[src/rtl/decoded_instr_queue.sv]
// decoded_instr_queue: multi-lane in-order FIFO of decoded instructions
// between decode and issue. It accepts up to IN_WIDTH entries per cycle and
// presents up to OUT_WIDTH entries per cycle, oldest entry on lane 0.
// A branch or jump is never presented without its delay slot.
// flush empties the queue at the next edge.
// Optional feature: define DECODED_INSTR_QUEUE_BYPASS_EN to present input
// lanes in the same cycle when the queue is empty.

package decode_pkg;

    typedef struct packed {
        logic       branch;
        logic       jump;
        logic       jr;
        logic [3:0] alu_op;
    } ctl_t;

    typedef struct packed {
        logic        valid;
        logic [31:0] pc;
        logic [31:0] instr;
        ctl_t        ctl;
    } decode_data_t;

endpackage

module decoded_instr_queue
    import decode_pkg::*;
#(
    parameter int DEPTH     = 8,
    parameter int IN_WIDTH  = 2,
    parameter int OUT_WIDTH = 2
) (
    input  logic                                 clk,
    input  logic                                 resetn,
    input  logic                                 flush,
    input  decode_data_t [IN_WIDTH-1:0]          in_data,
    output logic                                 in_ready,
    output decode_data_t [OUT_WIDTH-1:0]         out_data,
    input  logic [$clog2(OUT_WIDTH+1)-1:0]       out_take,
    output logic [$clog2(DEPTH+1)-1:0]           count,
    output logic                                 empty,
    output logic                                 full
);

    localparam int PW = $clog2(DEPTH);
    localparam int CW = $clog2(DEPTH+1);
    localparam int TW = $clog2(OUT_WIDTH+1);
    localparam int KW = $clog2(IN_WIDTH+1);

    decode_data_t mem [DEPTH];
    logic [PW-1:0] head;
    logic [PW-1:0] tail;
    logic [CW-1:0] cnt;

    logic [KW-1:0] in_k;
    logic [KW-1:0] wr_k;
    logic [TW-1:0] wr_ofs;
    logic [TW-1:0] deq;
    logic [TW-1:0] avail;
    logic [TW-1:0] presented;
    logic          bypass_act;
    decode_data_t  cand    [OUT_WIDTH];
    decode_data_t  wr_lane [IN_WIDTH];

    // Acceptance is judged only on the registered count; a same-cycle
    // dequeue gives no credit.
    always_comb begin : ready_calc
        in_ready = (CW'(DEPTH) - cnt) >= CW'(IN_WIDTH);
        count    = cnt;
        empty    = (cnt == '0);
        full     = (cnt == CW'(DEPTH));
    end

    // Count the valid input lanes. Valid lanes are contiguous from lane 0.
    always_comb begin : lane_count
        in_k = '0;
        for (int i = 0; i < IN_WIDTH; i++) begin
            if (in_data[i].valid && in_k == KW'(i)) in_k = KW'(i + 1);
        end
    end

    // Candidate entries come from storage. In bypass mode an empty queue
    // takes its candidates from the input lanes instead.
    always_comb begin : candidates
        bypass_act = 1'b0;
        for (int i = 0; i < OUT_WIDTH; i++) cand[i] = mem[head + PW'(i)];
        avail = (int'(cnt) >= OUT_WIDTH) ? TW'(OUT_WIDTH) : TW'(cnt);
`ifdef DECODED_INSTR_QUEUE_BYPASS_EN
        if (cnt == '0 && in_ready) begin
            bypass_act = 1'b1;
            for (int i = 0; i < OUT_WIDTH; i++) begin
                cand[i] = '0;
                for (int j = 0; j < IN_WIDTH; j++) begin
                    if (j == i) cand[i] = in_data[j];
                end
            end
            avail = (int'(in_k) >= OUT_WIDTH) ? TW'(OUT_WIDTH) : TW'(in_k);
        end
`endif
    end

    // Withhold a trailing control-transfer entry until its delay slot is
    // also a candidate. The delay slot of the last candidate always lies
    // outside the candidate window, so a trailing branch is always held back.
    always_comb begin : pairing
        presented = avail;
        for (int i = 0; i < OUT_WIDTH; i++) begin
            if (TW'(i + 1) == avail &&
                (cand[i].ctl.branch || cand[i].ctl.jump || cand[i].ctl.jr))
                presented = avail - TW'(1);
        end
        for (int i = 0; i < OUT_WIDTH; i++) begin
            out_data[i]       = cand[i];
            out_data[i].valid = (TW'(i) < presented);
        end
    end

    // Work out how many lanes are written and how many stored entries are
    // retired. Lanes consumed through bypass are not written to storage.
    always_comb begin : write_ctl
        wr_ofs = '0;
        wr_k   = in_ready ? in_k : '0;
        deq    = out_take;
`ifdef DECODED_INSTR_QUEUE_BYPASS_EN
        if (bypass_act) begin
            wr_ofs = out_take;
            wr_k   = in_k - KW'(out_take);
            deq    = '0;
        end
`endif
        for (int i = 0; i < IN_WIDTH; i++) begin
            wr_lane[i] = '0;
            for (int j = 0; j < IN_WIDTH; j++) begin
                if (j == i + int'(wr_ofs)) wr_lane[i] = in_data[j];
            end
        end
    end

    // Update the pointers and count. flush overrides enqueue and dequeue.
    always_ff @(posedge clk or negedge resetn) begin : ptr_regs
        if (!resetn) begin
            head <= '0;
            tail <= '0;
            cnt  <= '0;
        end else if (flush) begin
            head <= '0;
            tail <= '0;
            cnt  <= '0;
        end else begin
            head <= head + PW'(deq);
            tail <= tail + PW'(wr_k);
            cnt  <= cnt + CW'(wr_k) - CW'(deq);
        end
    end

    // Write storage. The data array has no reset because occupancy comes
    // entirely from the count and pointers.
    always_ff @(posedge clk) begin : mem_write
        for (int i = 0; i < IN_WIDTH; i++) begin
            if (resetn && !flush && KW'(i) < wr_k) mem[tail + PW'(i)] <= wr_lane[i];
        end
    end

    // Issue must never take more entries than are presented.
    take_le_presented: assert property (
        @(posedge clk) disable iff (!resetn || flush) out_take <= presented
    );

endmodule
[config.mk]
export PLATFORM = sky130hd
export DESIGN_NAME = decoded_instr_queue
export DESIGN_NICKNAME = d
export VERILOG_FILES = /design/src/rtl/decoded_instr_queue.sv
export SDC_FILE = /design/constraint.sdc
export NUM_CORES = 1
export LEC_CHECK = 0
export BUFFER_PORTS_ARGS = -buffer_cell sky130_fd_sc_hd__buf_2
export CORE_MARGIN = 2
export CORE_UTILIZATION = 50
export CTS_CLUSTER_DIAMETER = 80
export DETAILED_ROUTE_END_ITERATION = 10
export PLACE_DENSITY = 0.77
export SETUP_SLACK_MARGIN = 0.1
export SLEW_MARGIN = 40
export SYNTH_ARGS = -nofsm -noshare
export SYNTH_HDL_FRONTEND = slang
export SYNTH_SLANG_ARGS = --single-unit
[constraint.sdc]
create_clock -name clk -period 13.9 [get_ports clk]
set_input_delay 2.78 -clock clk [delete_from_list [all_inputs] [get_ports clk]]
set_output_delay 2.78 -clock clk [all_outputs]
set_load 0.1 [all_outputs]
# Word-level counts from Yosys, hierarchy flattened
# Memories as Yosys holds them, arrays and structs flattened.
# Index checks and enable logic that the tools add are counted.
# Widths: inputs -> output; s select.
# totals
ramBits,576
memories,1
output_inout_bits,151
reg_bits,10
elab_cells,47
# classes
order_cmp,6
n_reduce_logical,12
addsub,8
mux,13
eq_ne,4
# memory_table
memory,words,word_bits,read_ports,rd_clocked_by_memory_dff,wr,line,rtl
mem,8,72,2,0,2,51,decode_data_t mem [DEPTH];
# ops
operator,n
$mux 2,5
$ge 4x2->1 const B,2
$lt 1x2->1 const A,4
$add 3x1->3 const B,2
$add 3x2->3,2
$logic_and 1x1->1,6
$mux 3,2
$mux 1,5
$add 4x2->4,1
$eq 4x4->1 const B,1
$logic_not 4->1,1
$logic_or 1x1->1,4
$mux 4,1
$sub 4x2->4,1
$sub 4x4->4 const A,1
$eq 1x2->1 const A,1
$eq 2x1->1 const B,1
$eq 2x2->1 const A,1
$sub 2x1->2 const B,1
$logic_not 1->1,1

# Logic depth before layout (Yosys ltp)
# Gate-level depths: netlist (run 1).
# depth
ltp_word,9
mapped_depth,12
depth_no_buf,12

# Worst setup path after synthesis (run 1)
# No wires, ideal clock.
# synth_timing
path_kind,input to register
start,input port in_data[71] (netlist name)
end,"memory mem[1][0] (netlist name), enable pin"
stages,5
t_arrival_ps,8958
setup_ps,606
slack_ps,4336
cell_sequence,inv_1 a41o_1 or4b_1 clkbuf_1 o31ai_1
# synth_rtl
element,line,rtl
from (decl),37,"input decode_data_t [IN_WIDTH-1:0] in_data,"
to (decl),51,

==> results of run 1 <==
==> metal layers <==
metal / vias to the layer above / GRT usage, %
li1: 8170 / -
met1: 10310 / 31.98
met2: 764 / 45.09
met3: 166 / 4.976
met4: 22 / 9.637
met5: - / 0
==> sequential cells by signal (all words and copies together), names as in the netlist <==
register / count
mem: 568
head: 3
tail: 3
count: 4
==> metrics by stage <==
stage / power, mW / setup slack, ps / instance area (um2) / cells
after floorplan: 3.910 / 4336 / 33680 / 1815
after global placement: 4.293 / 6745 / 36040 / 2883
after detailed placement: 4.331 / 7006 / 36190 / 2889
after CTS: 6.001 / 6372 / 38240 / 3008
after global routing: 6.149 / 6241 / 38310 / 3020
final: 5.976 / 6370 / 38320 / 3022
==> area by class of cell <==
cell class / instances / area [um2] / share of cell area [%]
Clock inverter: 35 / 265.3 / 0.6923
Sequential cell: 578 / 17320 / 45.20
Clock buffer: 84 / 1783 / 4.653
Inverter: 13 / 48.80 / 0.1274
Antenna cell: 12 / 30.03 / 0.07837
Multi-Input combinational cell: 1083 / 15820 / 41.27
Timing Repair Buffer: 344 / 1964 / 5.127
Tap cell: 873 / 1092 / 2.851
==> cell families after synthesis <==
kind of cell | count (synthesis) | share of synthesized area, %
multiplexers | 998 | 44.33
adder cells (fa/ha/maj) | 19 | 0.7950
AO/OA/AOI/OAI | 14 | 0.2860
XOR/XNOR | 8 | 0.2080
AND/OR/NAND/NOR | 44 | 0.8395
buffers and inverters | 154 | 2.158
flip-flops | 578 | 51.38
==> worst max path at each step <==
stage / to / cells past startpoint
final: out_data[79] / 7
after global routing: out_data[96] / 7
after CTS: out_data[72] / 7
after detailed placement: out_data[85] / 7
after global placement: out_data[79] / 6
after floorplan: mem[1][0]$_DFFE_PP_ / 5
==> cell usage in the layout, fill, tap and decap left out, types with 3 or more instances in the layout <==
cell,netlist,routed
mux2_4,138,138
bufinv_16,0,4
clkbuf_1,66,15
nor2_1,7,7
clkbuf_16,0,69
buf_4,2,27
inv_1,13,13
nor2b_1,7,7
buf_12,0,6
ha_1,15,14
dfrtp_4,0,3
buf_6,14,9
xnor2_1,5,5
mux2_1,27,27
buf_2,29,299
mux4_2,282,282
o21bai_4,0,3
edfxtp_1,568,568
diode_2,0,12
nand2_1,4,4
mux2_2,551,551
fa_1,4,4
clkinv_1,0,18
clkinv_2,0,9
dfrtp_1,10,7
o21ai_4,0,3
==> worst max-delay path, stage by stage, from the launching register on <==
cell and delay [ps]:
dfrtp_4 640, buf_12 260, ha_4 790, buf_4 670
buf_6 590, mux4_2 400, mux2_2 310, buf_2 300
==> power by group <==
group	internal (mW)	total [mW]	leakage, nW	switching, mW
logic	0.625	2.23	7.00	1.61
registers	2.00	2.06	5.25	0.0541
clock network	0.980	1.68	0.997	0.703
total	3.61	5.98	13.2	2.37
==> flow_summary.toml, run 1 <==
[synthesis]
synth.distinct_cells = 40
synth-warning-count = 0
synth_seq_cells = 578
syn_inst = 1815
synthesis.area_um2 = 33680
yosysTopAreaCellShare_pct = 50.64
async_reset_ff_share_pct = 1.730
synth_edf_count = 568
ys_top_cells_by_area = "edfxtp_1 (51%), mux4_2 (19%), mux2_2 (18%), mux2_4 (6.2%), mux2_1 (0.90%)"
synth_top_area_cell = "edfxtp_1"
syn-num-nets = 1983
synth_flop_cell = "edfxtp_1"
ys_seq_area_share_pct = 51.38
synth_most_common_cell = "edfxtp_1"
yosys-top-cells-count = "edfxtp_1 (568), mux2_2 (551), mux4_2 (282), mux2_4 (138), clkbuf_1 (66)"
syn_area_per_cell_um2 = 18.56

[hold_path]
whs_endpoint = "tail[0]$_DFF_PN0_"
hold_depth = 2
worstHoldStart = "tail[0]$_DFF_PN0_"
min_path_type = "flip-flop to flip-flop"

[setup_path]
reg2reg_from = "count[1]$_DFF_PN0_"
critical_path_class = "flip-flop to primary output"
startpoint_type = "flip-flop"
arrival_ps = 4750
cp_max_fo = 60
r2r-end = "mem[6][29]$_DFFE_PP_"
worstSetupEndpointType = "primary output"
reg2reg_depth = 7
worst_ep_required_time_ps = 11120
crit_start = "head[0]$_DFF_PN0_"
reg2reg_slack_ps = 9310

[finish]
fin_util_pct = 57.26
fill_cells = 5042
drive_above_1_share_pct = 66.68
nets = 2254
area_growth_pct = 13.76

[floorplan]
initial_core_util_pct = 50.33
die-area_um2 = 69460
dieWidth_um = 263.5
die_y_um = 263.5
core.rowCount = 95
coreArea_um2 = 66920
io_pins = 300

[timing]
setup_violations = 0
final_hold_viol_count = 0
rsz0062_at_grt = "false"
worstMarginPinSlew_ps = 868.6
drv_slew = 0
timing.final.crit_period_ps = 7530
max_freq_ghz = 0.1328
min_period_over_period_pct = 54.18
relSlewSlack_pct = 42.09
worst_clock_skew_ps = 17.78
worst_hold_slack_ps = 792.9
setup-tns-final_ps = 0

[routing]
met3_length_mm = 6.589
vias_per_cell = 6.432
drt-total-wl_mm = 89.89
num_vias = 19440
antenna_left = 0
drt_pass1_iterations = 5
highest_layer = "met5"
drc = 0
wl_met1_mm = 33.93
wl_met2_mm = 46.81
drt_iter0_markers = 1789
wl_per_cell_um = 29.74

[clock_network]
post_cts_buffers = 0
ctsResizeCount = 0
cts_sinks = 578
hold_buffers = 0
numCtsBuffers = 66
root_buffer = "clkbuf_16"
cts_tree = "yes"
clk_pin_slew_ps = 60
cts_buffer_depth = 3
clock_latency_ps = 600
htreeDepth = 3

[place]
portBuffers = 299
gp_congestion = 0.7785
dp_hpwl_mm = 52.25

[power_and_ir_drop]
power_density_nw_per_um2 = 156.0
ir_drop_mv = 0.1277
p_leak_nw = 13.25

[global_routing]
grt_pass1_wl_mm = 133.4
track_usage_pct = 25.85
grt_pass1_vias = 20730
grt_start_max_net_pins = 71
antenna_found_initial = 21
grt_overflow_total = 0

[flow_run]
maxCapViolCount = 0

[outcome]
status = "finished, final reports clean"
(Power assumes the default switching activity.)
==> inputs of run 2 (changes only) <==
clock period = 7.85 ns   (was 13.9 ns; I/O delays follow)
==> run 2 against run 1 <==
  * Highest routed layer unchanged
  * Sequential share of layout area about the same
  * Die area unchanged
  * Sequential cell count unchanged
  * Largest cell class unchanged
  * Clock-buffer cell count up 8
==> flow_summary.toml, run 2 (synthesis results as in run 1) <==
[clock_network]
cts_sinks = 578
clk_pin_slew_ps = 60
post_cts_buffers = 0
root_buffer = "clkbuf_16"
htreeDepth = 3
numCtsBuffers = 66
hold_buffers = 0
cts_buffer_depth = 3
cts_tree = "yes"
ctsResizeCount = 0
clock_latency_ps = 600

[timing]
timing.final.crit_period_ps = 6128
min_period_over_period_pct = 78.06
setup_violations = 0
max_freq_ghz = 0.1632
setup-tns-final_ps = 0
relSlewSlack_pct = 41.33
drv_slew = 0
rsz0062_at_grt = "false"
worst_clock_skew_ps = 9.481
worstMarginPinSlew_ps = 880.0
final_hold_viol_count = 0

[flow_run]
maxCapViolCount = 0

[floorplan]
dieWidth_um = 263.5
core.rowCount = 95
die-area_um2 = 69460
coreArea_um2 = 66920
initial_core_util_pct = 50.33
die_y_um = 263.5
io_pins = 300

[routing]
num_vias = 19530
drt_pass1_iterations = 5
vias_per_cell = 6.470
drt-total-wl_mm = 90.38
antenna_left = 0
drc = 0
wl_per_cell_um = 29.95
drt_iter0_markers = 1842

[finish]
fin_util_pct = 57.28
largest_reg_flops = 568
area_growth_pct = 13.81
drive_above_1_share_pct = 66.70
fill_cells = 5056
final_common_cell = "edfxtp_1"
nets = 2252
largest_register = "mem"
final_cell_mix = "edfxtp_1 (568), mux2_2 (551), buf_2 (299)"

[global_routing]
grt_start_max_net_pins = 65
grt_overflow_total = 0
grt_pass1_wl_mm = 134.3
grt_pass1_vias = 20940
antenna_found_initial = 17
track_usage_pct = 25.94

[outcome]
status = "finished, final reports clean"

[place]
dp_hpwl_mm = 52.82
portBuffers = 299
gp_congestion = 0.7894

[setup_path]
critical_path_class = "flip-flop to primary output"
arrival_ps = 4560
worst_ep_required_time_ps = 6280
cp_max_fo = 54
worstSetupEndpointType = "primary output"
cp_cell_sequence = "ha_4 > buf_12 > buf_6 > buf_4 > mux4_2 > mux2_2 > buf_2"
critPathSlowestCell = "dfrtp_4"
startpoint_type = "flip-flop"
slowest_delay_ps = 680

[power_and_ir_drop]
p_leak_nw = 13.25
ir_drop_mv = 0.2022
power_density_nw_per_um2 = 279.1

[hold_path]
min_path_type = "flip-flop to flip-flop"
## run 2: final cells by class
cell class / instances / area, um2 / area share [%]
Antenna cell: 13 / 32.53 / 0.08486
Timing Repair Buffer: 342 / 1911 / 4.984
Clock buffer: 92 / 1898 / 4.951
Clock inverter: 24 / 219.0 / 0.5712
Inverter: 13 / 48.80 / 0.1273
Tap cell: 873 / 1092 / 2.849
Sequential cell: 578 / 17320 / 45.18
Multi-Input combinational cell: 1083 / 15820 / 41.26
## run 2: layer usage
metal	vias to the layer above	part of all wire (%)	routed length, um	global-route usage [%]
met1	10400	38	34630	32.51
met2	777	52	46960	45.47
met4	14	2.4	2168	8.293
met5	-	0.083	75	0
met3	146	7.3	6555	4.957
li1	8190	-	-	-
## run 2: worst paths after layout
kind,end,from,slack (ps),depth (start not counted)
max,out_data[129],head[1]$_DFF_PN0_,1720,7
min,tail[0]$_DFF_PN0_,tail[0]$_DFF_PN0_,780,2
max reg2reg,mem[6][31]$_DFFE_PP_,count[0]$_DFF_PN0_,3390,9
min reg2reg,tail[0]$_DFF_PN0_,tail[0]$_DFF_PN0_,780,2
max in group asynchronous,head[0]$_DFF_PN0_,resetn,6750,1
min in group asynchronous,count[2]$_DFF_PN0_,resetn,850,1
## run 2: critical path, delay by kind of cell (launching register included)
kind / cells / cell delay [ps]
flops: 1 / 680
fa+ha+maj: 1 / 670
mux: 2 / 720
buf+inv: 4 / 1780
## run 2: where the power goes
| group | switching (mW) | internal, mW | leakage [nW] |
|---|---|---|---|
| logic | 2.87 | 1.11 | 6.97 |
| registers | 0.104 | 3.55 | 5.25 |
| clock network | 1.25 | 1.82 | 1.03 |
## run 2: stage by stage
step | setup WS [ps] | instance area [um2] | hold slack (ps) | power (mW) | instances
after detailed placement | 2152 | 36150 | 748.0 | 7.693 | 2888
after floorplan | -392.8 | 33690 | 647.6 | 6.921 | 1815
after CTS | 1490 | 38270 | 763.7 | 10.75 | 3004
final | 1722 | 38330 | 775.5 | 10.70 | 3018
after global routing | 1631 | 38320 | 802.1 | 11.00 | 3014
after global placement | 2037 | 36080 | 704.4 | 7.632 | 2886
